File: src/rtl/instr_issue_unit.sv
// ============================================================================
// instr_issue_unit : fetches words from instruction memory and issues them over a valid/ready handshake
// Revision 1.0 : initial release
// ============================================================================
`default_nettype none

module instr_issue_unit #(
  parameter int          ADDR_W    = 8,
  parameter logic [31:0] HALT_WORD = 32'hFFFF_FFFF
) (
  input  logic              clk,
  input  logic              rst_n,
  input  logic              start,
  input  logic              redirect_valid,
  input  logic [ADDR_W-1:0] redirect_pc,
  output logic              imem_en,
  output logic [ADDR_W-1:0] imem_addr,
  input  logic [31:0]       imem_rdata,
  output logic              instr_valid,
  input  logic              instr_ready,
  output logic [31:0]       instr_word,
  output logic              opcode_31,
  output logic [3:0]        funct_IF,
  output logic [ADDR_W-1:0] pc,
  output logic              busy,
  output logic              halted,
  output logic [15:0]       issue_count
);

  localparam logic [2:0] c_IDLE    = 3'd0;
  localparam logic [2:0] c_FETCH   = 3'd1;
  localparam logic [2:0] c_MEMWAIT = 3'd2;
  localparam logic [2:0] c_ISSUE   = 3'd3;
  localparam logic [2:0] c_HALT    = 3'd4;

  localparam logic [ADDR_W-1:0] c_PC_MAX    = {ADDR_W{1'b1}};
  localparam logic [15:0]       c_COUNT_MAX = 16'hFFFF;

  logic [2:0]        state_q, state_d;
  logic [ADDR_W-1:0] pc_q, pc_d;
  logic [31:0]       instr_word_q, instr_word_d;
  logic [15:0]       issue_count_q, issue_count_d;
  logic              w_handshake;

  assign w_handshake = (state_q == c_ISSUE) && instr_ready;

  // State register
  always_ff @(posedge clk or negedge rst_n) begin
    if (!rst_n) begin
      state_q       <= c_IDLE;
      pc_q          <= '0;
      instr_word_q  <= '0;
      issue_count_q <= '0;
    end else begin
      state_q       <= state_d;
      pc_q          <= pc_d;
      instr_word_q  <= instr_word_d;
      issue_count_q <= issue_count_d;
    end
  end

  // Next-state and datapath updates; redirect always wins over halt detection
  always_comb begin
    state_d       = state_q;
    pc_d          = pc_q;
    instr_word_d  = instr_word_q;
    issue_count_d = issue_count_q;
    case (state_q)
      c_IDLE, c_HALT: begin
        if (start) begin
          state_d       = c_FETCH;
          pc_d          = '0;
          issue_count_d = '0;
        end
      end
      c_FETCH: begin
        if (redirect_valid) begin
          pc_d = redirect_pc;
        end else begin
          state_d = c_MEMWAIT;
        end
      end
      c_MEMWAIT: begin
        if (redirect_valid) begin
          // The returning word belongs to the abandoned path and is dropped.
          state_d = c_FETCH;
          pc_d    = redirect_pc;
        end else if (imem_rdata == HALT_WORD) begin
          state_d = c_HALT;
        end else begin
          state_d      = c_ISSUE;
          instr_word_d = imem_rdata;
        end
      end
      c_ISSUE: begin
        if (w_handshake && (issue_count_q != c_COUNT_MAX)) begin
          issue_count_d = issue_count_q + 16'd1;
        end
        if (redirect_valid) begin
          state_d = c_FETCH;
          pc_d    = redirect_pc;
        end else if (w_handshake) begin
          if (pc_q == c_PC_MAX) begin
            state_d = c_HALT;
          end else begin
            state_d = c_FETCH;
            pc_d    = pc_q + 1'b1;
          end
        end
      end
      default: begin
        state_d = c_IDLE;
      end
    endcase
  end

  // State-decoded outputs
  always_comb begin
    imem_en     = 1'b0;
    instr_valid = 1'b0;
    busy        = 1'b0;
    halted      = 1'b0;
    case (state_q)
      c_FETCH: begin
        imem_en = 1'b1;
        busy    = 1'b1;
      end
      c_MEMWAIT: begin
        busy = 1'b1;
      end
      c_ISSUE: begin
        instr_valid = 1'b1;
        busy        = 1'b1;
      end
      c_HALT: begin
        halted = 1'b1;
      end
      default: begin
        imem_en = 1'b0;
      end
    endcase
  end

  assign imem_addr   = pc_q;
  assign pc          = pc_q;
  assign instr_word  = instr_word_q;
  assign opcode_31   = instr_word_q[31];
  assign funct_IF    = instr_word_q[30:27];
  assign issue_count = issue_count_q;

endmodule

`default_nettype wire

File: config.mk
export PLATFORM = sky130hd
export DESIGN_NAME = instr_issue_unit
export DESIGN_NICKNAME = d
export VERILOG_FILES = /design/src/rtl/instr_issue_unit.sv
export SDC_FILE = /design/constraint.sdc
export NUM_CORES = 1
export LEC_CHECK = 0
export CAP_MARGIN = 20
export CORE_ASPECT_RATIO = 0.9
export CORE_MARGIN = 2
export CORE_UTILIZATION = 44
export DETAILED_ROUTE_END_ITERATION = 8
export PLACE_DENSITY = 0.81
export SLEW_MARGIN = 10
export SYNTH_ARGS = -nofsm -noshare
export SYNTH_HDL_FRONTEND = slang
export SYNTH_SLANG_ARGS = --single-unit
export TNS_END_PERCENT = 100
File: constraint.sdc
create_clock -name clk -period 2.05 [get_ports clk]
set_input_delay 0.41 -clock clk [delete_from_list [all_inputs] [get_ports clk]]
set_output_delay 0.41 -clock clk [all_outputs]
set_load 0.02 [all_outputs]
==> flow_summary.ini <==
[routing]
drt_pass1_iterations = 4
wire_per_inst_um = 15.4
routed_wirelength_mm = 7.88
drt_iter0_drc = 127
vias = 2722
ant_nets = 0
routed_via_density = 5.33
drc = 0

[power]
p_per_area_nw_per_um2 = 1300
total_power_mw = 5.89
leakage_nw = 1.89
vdd_ir_drop_max_mv = 0.796

[cells_and_area]
design_area_sq_um = 4540
final_nets = 464
layout.cells.non_filler = 511
area_growth_syn_to_layout_pct = 49.4
antennaDiodeCount = 0
drive_above_1_share_pct = 19.5
final_util_pct = 68.6

[yosys]
yosysSeqAreaShare_pct = 48.6
async_reset_ff_share_pct = 100
ys.flop_type = dfrtp_1
ys_types = 54
yosysMostFrequentCell = dfrtp_1
yosysTopAreaCellShare_pct = 48.6
syn_avg_cell_area_sq_um = 10.7
synth_edf_count = 0
netlist_top_cells_area = dfrtp_1 49%, mux2_2 11%, buf_4 4.0%
synth.cell_area_sq_um = 3040
yosys_warnings = 0
synthesis.instances = 284
yosysTopAreaCell = dfrtp_1
syn-num-nets = 331
synth.ff_latch_count = 59
synth_common_cells = 59 x dfrtp_1, 29 x mux2_2, 19 x nor2_1, 19 x o21ai_0, 18 x nand2_1

[sta]
report.final.setup_viol = 0
setup_ws_ns = 0.0589
slew_violations = 0
finClkSkew_ns = 0.00978
tns_ns = 0
rsz0062_at_grt = true
holdWs_ns = 0.0528
period_share_pct = 97.1
period_needed_ns = 1.99
worstMarginPinSlew_ns = 0.357
max_freq_mhz = 502
finalHoldViolCount = 0
timing.slew.headroom_pct = 75.9

[job]
cap_violations = 0

[grt]
grt_use_total_pct = 21.9
grt_max_degree = 60
use_met2_pct = 35.9
met1_usage_pct = 27.1
grt_pass1_wl_mm = 13.4
antenna_found_initial = 0
met3_usage_pct = 4.81
grt_most_used_layer = met2
grt_pass1_vias = 2779
gr-total-overflow = 0

[setup_path]
r2r-start = issue_count[0]$_DFFE_PN0P_
worstRegToRegCells = 6
arrival_ns = 2.22
end_kind = flop
path_class = input pin to flop
r2r-end = issue_count[12]$_DFFE_PN0P_
reg2reg_slack_ns = 0.16
path_max_fanout = 32
required_ns = 2.27
startpoint_type = input pin

[status]
status = finished clean

[clocking]
cts_buffers = 9
cts.sinks = 59
insertion_delay_ns = 0.34
cts_max_level = 3
cts_tree = yes
cts-root-buf = clkbuf_8
cts_buffer_depth = 2
clkSlewWorstSetupHoldPaths_ns = 0.07

[floorplan]
pin_count = 118
start_util_pct = 45.9
rows = 28
core_sq_um = 6620
die_y_um = 82.9
dieArea_sq_um = 7590
die_w_um = 91.6

[place]
pre_cts_ws_ns = -0.332
post-dp-hpwl_mm = 5.91
dpl_cell_area_sq_um = 4380
gp_congestion = 0.872
io_buffers = 117
placed_cells = 496

[min_path]
hp-class = input pin to async pin
cells in the final DEF, fill, tap and decap left out, types with 4 or more instances in the layout:
cell,synthesis,layout
and2_1,4,4
dfrtp_1,59,59
and3_1,4,4
nand2b_1,5,5
a21oi_1,9,9
clkinv_2,1,4
xor2_1,4,4
inv_1,7,7
nand4_1,12,12
clkdlybuf4s50_1,0,112
buf_4,16,27
nand2_1,18,18
o21ai_0,19,19
clkbuf_8,0,10
dlygate4sd2_1,0,4
nand3_1,11,11
mux2_2,29,29
nor2_1,19,19
final cells by class:
cell class / count / area (sq um)
fillers: 517 / 2080
flip-flops and latches: 59 / 1480
repair buffers: 146 / 1400
multi-input cells: 193 / 1360
clock buffers: 12 / 145
well taps: 90 / 113
inverters: 8 / 31.3
clock inverters: 3 / 15.0
power by group:
| group | internal, mW | switching (mW) |
|---|---|---|
| logic | 1.56 | 1.51 |
| clock network | 0.459 | 0.429 |
| registers | 1.59 | 0.337 |
critical path: stages:
cell	delay [ns]
clkdlybuf4s50_1	0.49
nand4_1	0.11
nor4_2	0.29
buf_4	0.16
nand2_1	0.06
and2_1	0.18
buf_12	0.18
mux2_1	0.33
registers in the layout, indices dropped and copies added, names as in the netlist:
signal / cells
instr_word: 32
issue_count: 16
state_q: 3
imem_addr: 8
layer usage:
layer	wire length [um]	vias up
met5	0	-
met4	172	0
met3	328	14
met2	4020	78
met1	3360	1327
li1	-	1303
how the worst max path moves through the flow:
stage	endpoint	startpoint	slack [ns]
6_report	instr_word[1]$_DFFE_PN0P_	imem_rdata[21]	0.06
5_1_grt	instr_word[1]$_DFFE_PN0P_	imem_rdata[28]	-0.005
4_1_cts	instr_word[1]$_DFFE_PN0P_	imem_rdata[30]	0.02
3_5_place_dp	instr_word[4]$_DFFE_PN0P_	imem_rdata[30]	-0.33
3_3_place_gp	instr_word[3]$_DFFE_PN0P_	imem_rdata[30]	-0.32
2_1_floorplan	imem_addr[7]$_DFFE_PN0P_	imem_addr[0]$_DFFE_PN0P_	0.06
what timing repair did:
item | CTS | global route
pin swaps | 0 | 1
resized for setup | 4 | 2
hold buffers | 0 | 0
hold endpoints to repair | 0 | 0
buffers inserted | 0 | 0
setup endpoints to repair | 4 | 15
cells by family (layout without fill, tap and decap cells):
group | Yosys count | count (layout) | synth area share [%]
buffers and inverters | 32 | 169 | 7.04
flip-flops | 59 | 59 | 48.6
XOR/XNOR | 5 | 5 | 1.44
multiplexers | 33 | 33 | 12.2
AND/OR/NAND/NOR | 92 | 92 | 16.6
adder cells (fa/ha/maj) | 2 | 2 | 0.823
AO/OA/AOI/OAI | 61 | 61 | 13.4
Power figures use the tool's default switching activity.
==> RTL edit, RTL diff (config.mk and constraints unchanged) <==
Set the parameter `ADDR_W` to 6 (it was 8).
--- a/src/rtl/instr_issue_unit.sv
+++ b/src/rtl/instr_issue_unit.sv
@@ -5,7 +5,7 @@
 `default_nettype none
 
 module instr_issue_unit #(
-  parameter int          ADDR_W    = 8,
+  parameter int          ADDR_W    = 6,
   parameter logic [31:0] HALT_WORD = 32'hFFFF_FFFF
 ) (
   input  logic              clk,
Interface: changed (resized imem_addr, pc and redirect_pc); port bits go from 118 to 112. The function was not compared with the original's and may differ.
==> RTL edit against the original RTL <==
Wire length down 4.8%. Final area down 2.2%. Count of clock-buffer cells in the layout up 1. Sequential cell count down 2. Synthesized cell count down 6.7%. Largest cell class unchanged. Power up 0.16%. Setup slack better by 0.024 ns. Largest power group unchanged. Clock power up 38%. Area after synthesis down 5.4%.
==> RTL edit: results (changes against the original RTL) <==
Data buffer area share=0.306 (was 0.309); drt total wl=7510 µm (was 7880 µm); Iter 0 DRT Violations=75 (was 127); outcome=finished clean (unchanged); Final clock-cell share=0.0515 (was 0.0353); Place WS=-0.241 ns (was -0.332 ns); syn_nets=310 (was 331); Hold Slack=0.0725 ns (was 0.0528 ns); CP Max Fanout=6 (was 32); GR Layer Usage met3=0.0504 (was 0.0481); pin count of the biggest net entering global routing=58 (was 60); Comb power frac=0.485 (was 0.522); Synth area leaders=dfrtp_1, mux2_2, nor2_1, buf_4, o21ai_0 (was dfrtp_1, mux2_2, buf_4, o21ai_0, nand4_1); routability congestion estimate=0.814 (was 0.872); sequential cells=57 (was 59); count of non-CTS buffers in the layout=142 (was 146); Logic inverters=5 (was 8); Overall Global Routing Usage=0.219 (about the same); fraction of area in multi-input gates=0.293 (was 0.299); Clock Skews=0.00560 ns (was 0.00978 ns); leak pwr=0.00187 µW (was 0.00189 µW); Buffers on Ports=111 (was 117); via count=2,556 (was 2,722); internal power=3790 µW (was 3610 µW); Detail Route met2 WL=3530 µm (was 4020 µm); nets=440 (was 464); Worst setup endpoint=issue_count[8] (was instr_word[1]); first-pass GRT wire length=12,200 µm (was 13,400 µm); met3 wire len=507 µm (was 328 µm); Commonest cells post-synth=dfrtp_1, mux2_2, nor2_1 (was dfrtp_1, mux2_2, nor2_1, o21ai_0, nand2_1); filler instances=464 (was 517); vias in the first global route=2,523 (was 2,779); clock buffer count=13 (was 12); DP HPWL=5450 µm (was 5910 µm); sequential share of the synthesized area=0.496 (was 0.486); M1 GR Usage=0.285 (was 0.271); WP data arrival=2.16 ns (was 2.22 ns); Switching Share=0.357 (was 0.387); VDD IR max=917 µV (was 796 µV); met2 track utilization from global routing=0.355 (was 0.359); reg2reg end=issue_count[7] (was issue_count[12])
==> RTL edit: cell families (layout without fill, tap and decap cells) <==
family	count (synthesis)	in the layout	share of synthesized area
AO/OA/AOI/OAI	44	44	0.105
XOR/XNOR	9	9	0.0274
adder cells (fa/ha/maj)	2	2	0.00870
buffers and inverters	28	162	0.0587
flip-flops	57	57	0.496
multiplexers	35	35	0.137
AND/OR/NAND/NOR	90	90	0.167
==> RTL edit: per-stage QoR <==
stage | TNS, ns | util
floorplan | 0 | -
global placement | -6.27 | 0.676
detailed placement | -6.54 | 0.676
CTS | 0 | 0.712
global route | -0.000794 | 0.715
finish | 0 | 0.715
==> RTL edit: critical path, stage by stage <==
cell             delay [ns]
clkdlybuf4s50_1        0.49
or3b_4                 0.43
nand2_1                0.19
o21ai_2                0.12
o311ai_0               0.39
o41ai_1                0.14
